[config.mk]
export PLATFORM = sky130hd
export DESIGN_NAME = issue_queue
export DESIGN_NICKNAME = d
export VERILOG_FILES = /design/src/rtl/issue_queue.sv
export SDC_FILE = /design/constraint.sdc
export NUM_CORES = 2
export LEC_CHECK = 0
export CAP_MARGIN = 5
export CORE_MARGIN = 2
export CORE_UTILIZATION = 55
export CTS_BUF_LIST = sky130_fd_sc_hd__clkbuf_16
export DETAILED_ROUTE_END_ITERATION = 16
export PLACE_DENSITY_LB_ADDON = 0.05
export SLEW_MARGIN = 40
export SYNTH_ARGS = -nofsm -noshare
export SYNTH_HDL_FRONTEND = slang
export SYNTH_SLANG_ARGS = --single-unit
[constraint.sdc]
create_clock -name clk_i -period 7.85 [get_ports clk_i]
set_clock_uncertainty 0.05 [all_clocks]
set_input_delay 1.9625 -clock clk_i [delete_from_list [all_inputs] [get_ports clk_i]]
set_output_delay 1.9625 -clock clk_i [all_outputs]
set_load 0.01 [all_outputs]
[src/rtl/issue_queue.sv]
// Out-of-order issue buffer: a compacting queue (slot 0 oldest) that wakes entries
// from writeback tags and offers the oldest entry whose two source operands are ready.
module issue_queue #(
  parameter int DEPTH       = 8,
  parameter int NR_WB_PORTS = 5,
  parameter int TAG_W       = 3,
  parameter int PAYLOAD_W   = 64,
  localparam int CNT_W      = $clog2(DEPTH + 1),
  localparam int IDX_W      = $clog2(DEPTH)
) (
  input  logic                         clk_i,
  input  logic                         rst_i,
  input  logic                         flush_i,
  input  logic                         in_valid_i,
  output logic                         in_ready_o,
  input  logic [PAYLOAD_W-1:0]         in_payload_i,
  input  logic [TAG_W-1:0]             in_trans_id_i,
  input  logic [TAG_W-1:0]             in_rs1_tag_i,
  input  logic                         in_rs1_rdy_i,
  input  logic [TAG_W-1:0]             in_rs2_tag_i,
  input  logic                         in_rs2_rdy_i,
  input  logic [NR_WB_PORTS-1:0]       wb_valid_i,
  input  logic [NR_WB_PORTS*TAG_W-1:0] wb_tag_i,
  output logic                         out_valid_o,
  input  logic                         out_ready_i,
  output logic [PAYLOAD_W-1:0]         out_payload_o,
  output logic [TAG_W-1:0]             out_trans_id_o,
  output logic [CNT_W-1:0]             count_o
);

  typedef struct packed {
    logic [PAYLOAD_W-1:0] payload;
    logic [TAG_W-1:0]     trans_id;
    logic [TAG_W-1:0]     rs1_tag;
    logic                 rs1_rdy;
    logic [TAG_W-1:0]     rs2_tag;
    logic                 rs2_rdy;
  } entry_t;

  entry_t           q     [DEPTH];
  entry_t           q_up  [DEPTH];
  entry_t           q_n   [DEPTH];
  logic [CNT_W-1:0] count;
  logic [CNT_W-1:0] count_n;
  logic [CNT_W-1:0] ins_pos;
  logic [IDX_W-1:0] ins_idx;
  logic [IDX_W-1:0] sel_idx;
  logic             sel_found;
  logic             ins_fire;
  logic             issue_fire;

  // Valid slots are exactly [0, count): compaction keeps them contiguous.
  function automatic logic wb_hit(input logic [TAG_W-1:0]             tag,
                                  input logic [NR_WB_PORTS-1:0]       v,
                                  input logic [NR_WB_PORTS*TAG_W-1:0] t);
    logic hit;
    hit = 1'b0;
    for (int p = 0; p < NR_WB_PORTS; p++) begin
      if (v[p] && (t[p*TAG_W +: TAG_W] == tag)) hit = 1'b1;
    end
    return hit;
  endfunction

  // Each slot's younger neighbour, used when the queue compacts after an issue.
  for (genvar g = 0; g < DEPTH; g++) begin : g_up
    if (g < DEPTH - 1) begin : g_shift
      assign q_up[g] = q[g+1];
    end else begin : g_top
      assign q_up[g] = q[g];
    end
  end

  always_comb begin
    sel_found = 1'b0;
    sel_idx   = '0;
    for (int i = DEPTH - 1; i >= 0; i--) begin
      if ((i < int'(count)) && q[i].rs1_rdy && q[i].rs2_rdy) begin
        sel_found = 1'b1;
        sel_idx   = IDX_W'(i);
      end
    end
  end

  assign in_ready_o     = (count < CNT_W'(DEPTH)) & ~rst_i;
  assign out_valid_o    = sel_found & ~rst_i & ~flush_i;
  assign out_payload_o  = q[sel_idx].payload;
  assign out_trans_id_o = q[sel_idx].trans_id;
  assign count_o        = count;

  assign ins_fire   = in_valid_i & in_ready_o & ~flush_i;
  assign issue_fire = out_valid_o & out_ready_i;
  assign ins_pos    = count - CNT_W'(issue_fire);
  assign ins_idx    = ins_pos[IDX_W-1:0];

  always_comb begin
    for (int i = 0; i < DEPTH; i++) begin
      q_n[i] = q[i];
      if (issue_fire && (i >= int'(sel_idx))) q_n[i] = q_up[i];
      q_n[i].rs1_rdy = q_n[i].rs1_rdy | wb_hit(q_n[i].rs1_tag, wb_valid_i, wb_tag_i);
      q_n[i].rs2_rdy = q_n[i].rs2_rdy | wb_hit(q_n[i].rs2_tag, wb_valid_i, wb_tag_i);
      // A new entry also sees writebacks of its own insert cycle.
      if (ins_fire && (IDX_W'(i) == ins_idx)) begin
        q_n[i].payload  = in_payload_i;
        q_n[i].trans_id = in_trans_id_i;
        q_n[i].rs1_tag  = in_rs1_tag_i;
        q_n[i].rs1_rdy  = in_rs1_rdy_i | wb_hit(in_rs1_tag_i, wb_valid_i, wb_tag_i);
        q_n[i].rs2_tag  = in_rs2_tag_i;
        q_n[i].rs2_rdy  = in_rs2_rdy_i | wb_hit(in_rs2_tag_i, wb_valid_i, wb_tag_i);
      end
    end
  end

  always_comb begin
    count_n = count + CNT_W'(ins_fire) - CNT_W'(issue_fire);
    if (flush_i) count_n = '0;
  end

  always_ff @(posedge clk_i or posedge rst_i) begin
    if (rst_i) count <= '0;
    else       count <= count_n;
  end

  always_ff @(posedge clk_i) begin
    for (int i = 0; i < DEPTH; i++) q[i] <= q_n[i];
  end

endmodule

==> impl_metrics.tcl <==
set metrics [dict create \
    reg2reg_slack_ns 2.01 \
    fin_cells 4773 \
    final_nets 4054 \
    whs_ns 0.519 \
    peakVddDrop_v 0.000590 \
    hold_viol 0 \
    yosys_warnings 0 \
    grt_start_max_net_pins 149 \
    slew_viol_final 0 \
    worstReg2RegEnd "q[5][14]$_DFFE_PP_" \
    finalCritPeriodShare 0.875 \
    drt_iter0_markers 4121 \
    io_pins 173 \
    area_growth_pct 12.8 \
    grt_pass1_wl_um 177000 \
    max_slew_margin 0.402 \
    clkTransAtPathRegs_ns 0.06 \
    synth_cells 3966 \
    postCtsSetupRepairBufs 0 \
    setup_violations 0 \
    syn_area_um2 34100 \
    path_max_fanout 58 \
    clock_latency_ns 0.61 \
    fmax_mhz 146 \
    drc_errors 0 \
    yosysUniqueCellTypes 77 \
    worstHoldPathCells 1 \
    antenna_found_initial 3 \
    cellLeakagePower_nw 14.4 \
    h-tree-depth 3 \
    finalSetupTns_ns 0 \
    drt_pass1_iterations 6 \
    gp_congestion 0.910 \
    num_rows 91 \
    crit_required_ns 5.84 \
    rsz0062_at_grt "no" \
    synth-seq-area-share 0.514 \
    dpl-instance-area_um2 36500 \
    grt_overflow 0 \
    layout-drive-gt1-share 0.0517 \
    ys.flop_type "edfxtp_1" \
    worstRegToRegCells 13 \
    worst_pin_slew_ns 0.894 \
    layout_commonest_cell "nand2_1" \
    holdCritPathClass "reg -> reg" \
    setup.worst_path.class "reg -> out" \
    die_area_um2 64000 \
    crit_path_end_kind "primary output" \
    clk_root_buffer_cell "clkbuf_16" \
    avgSynthCellArea_um2 8.60 \
    postLayoutCellArea_um2 38500 \
    fin_crit_ns 6.87 \
    cts_tree "built" \
    outcome "complete, no violations" \
    die_w_um 253 \
    cts_made_buffers 68 \
    hp-start "q[1][51]$_DFFE_PP_" \
    initial_utilization 0.555 \
    io_buffers 172 \
    start_kind "flip-flop" \
    hold_end "q[0][51]$_DFFE_PP_" \
    ant_nets 0 \
    grt_use_total 0.360 \
    cts_hold_buf 0 \
    dp_hpwl_um 63200 \
    syn-num-nets 4075 \
    die_y_um 253 \
    rr_startpoint "count_o[2]$_DFF_PP0_" \
    dp_cells 4663 \
    synth-edff-count 542 \
    wl_um 117000 \
    max-clock-path-buffers 3 \
    p_per_area_nw_per_um2 440 \
    final_core_util 0.626 \
    wl_per_cell_um 24.5 \
    grt_pass1_vias 29800 \
    final_cell_mix "1439 x nand2_1, 542 x edfxtp_1, 504 x o21ai_0" \
    cp.arrival_ns 4.86 \
    vias 30700 \
    drv_cap 0 \
    async_reset_ff_frac 0.00662 \
    clock-sinks 604 \
    viasPerCell 6.43 \
    ys_ff_latch 604 \
    cts.repair.resized 0 \
    fp.coreArea_um2 61500 \
]
[cell type report]
cell class / instances / area [um^2]
Fill cell: 5173 / 23000
Sequential cell: 604 / 17500
Multi-Input combinational cell: 3014 / 15500
Timing Repair Buffer: 236 / 2450
Clock buffer: 69 / 1730
Tap cell: 790 / 988
Clock inverter: 38 / 193
Inverter: 21 / 78.8
Antenna cell: 1 / 2.50
[cell families (layout without fill, tap and decap cells)]
group | Yosys count | count (layout) | share of synthesized area
and+or+nand+nor | 2003 | 2003 | 0.243
AOI/OAI and AO/OA | 695 | 695 | 0.118
DFF | 604 | 604 | 0.514
buffers and inverters | 348 | 364 | 0.0397
xor gates and xnor gates | 252 | 252 | 0.0647
muxes | 55 | 55 | 0.0175
adders and majority gates | 9 | 9 | 0.00352
other | 0 | 1 | 0
[sequential cells by signal, indices dropped and copies added, names as in the netlist]
name	cells
count_o	4
q	600
[critical path, stage by stage, from the launching register on]
cell	delay, ns
dfrtp_1	0.45
inv_1	0.11
ha_1	0.32
nor3b_2	0.23
nor2_2	0.29
nor2_1	0.20
nor2_4	0.64
buf_4	0.80
nand3_1	0.14
nand3_1	0.13
o21ai_0	0.32
clkdlybuf4s50_1	0.60
[cells in the mapped netlist, types with 3 or more instances]
library cell / n / share of area
nor2_1: 76 / 0.0084
mux2i_1: 41 / 0.012
dfxtp_1: 58 / 0.034
buf_4: 4 / 0.00088
o22ai_1: 8 / 0.0015
a2bb2oi_1: 5 / 0.0013
and2_1: 4 / 0.00073
mux2_2: 3 / 0.00099
a22o_1: 67 / 0.017
a21oi_1: 53 / 0.0078
a32oi_1: 3 / 0.00077
nand3_1: 363 / 0.053
nand2b_1: 6 / 0.0011
clkbuf_1: 266 / 0.029
ha_1: 8 / 0.0029
nor3_1: 15 / 0.0022
o2111ai_1: 7 / 0.0018
buf_2: 13 / 0.0019
xor2_1: 71 / 0.018
a41oi_1: 11 / 0.0028
nor2b_1: 5 / 0.00092
nand2_1: 1447 / 0.16
nand4_1: 65 / 0.012
buf_1: 41 / 0.0045
dfrtp_1: 4 / 0.0029
o211ai_1: 3 / 0.00066
inv_1: 20 / 0.0022
o21ai_0: 504 / 0.074
xnor2_1: 181 / 0.046
edfxtp_1: 542 / 0.48
mux2i_2: 11 / 0.0044
nor4_1: 3 / 0.00055
[metrics by stage]
step                      total power, W  setup slack (ns)
after floorplan                  0.00999              1.48
after global placement            0.0137              1.73
after detailed placement          0.0139              1.68
after CTS                         0.0168              1.05
after global routing              0.0179             0.770
final                             0.0169             0.978
[power by group]
group	internal, W	total [W]	leakage [nW]	switching (W)
Clock	0.00161	0.00291	0.994	0.00130
Sequential	0.00410	0.00443	5.62	0.000336
Combinational	0.00359	0.00960	7.81	0.00600
[how the worst max path moves through the flow]
stage | start | endpoint | slack, ns | depth (start not counted)
after floorplan | rst_i | q[7][10]$_DFFE_PP_ | 1.48 | 7
after global placement | count_o[2]$_DFF_PP0_ | out_payload_o[1] | 1.73 | 12
after detailed placement | flush_i | q[5][21]$_DFFE_PP_ | 1.68 | 10
final | count_o[2]$_DFF_PP0_ | out_payload_o[61] | 0.98 | 11
after CTS | count_o[2]$_DFF_PP0_ | out_payload_o[1] | 1.05 | 13
after global routing | count_o[2]$_DFF_PP0_ | out_payload_o[1] | 0.77 | 13
[metal layers]
| layer | vias up | global-route usage | share of wire |
|---|---|---|---|
| met5 | - | 0 | 0.00026 |
| met4 | 4 | 0.155 | 0.038 |
| met3 | 332 | 0.0677 | 0.11 |
| met2 | 2013 | 0.577 | 0.46 |
| met1 | 14700 | 0.480 | 0.39 |
| li1 | 13600 | - | - |
Note: power is estimated with default switching activity, not from simulation.
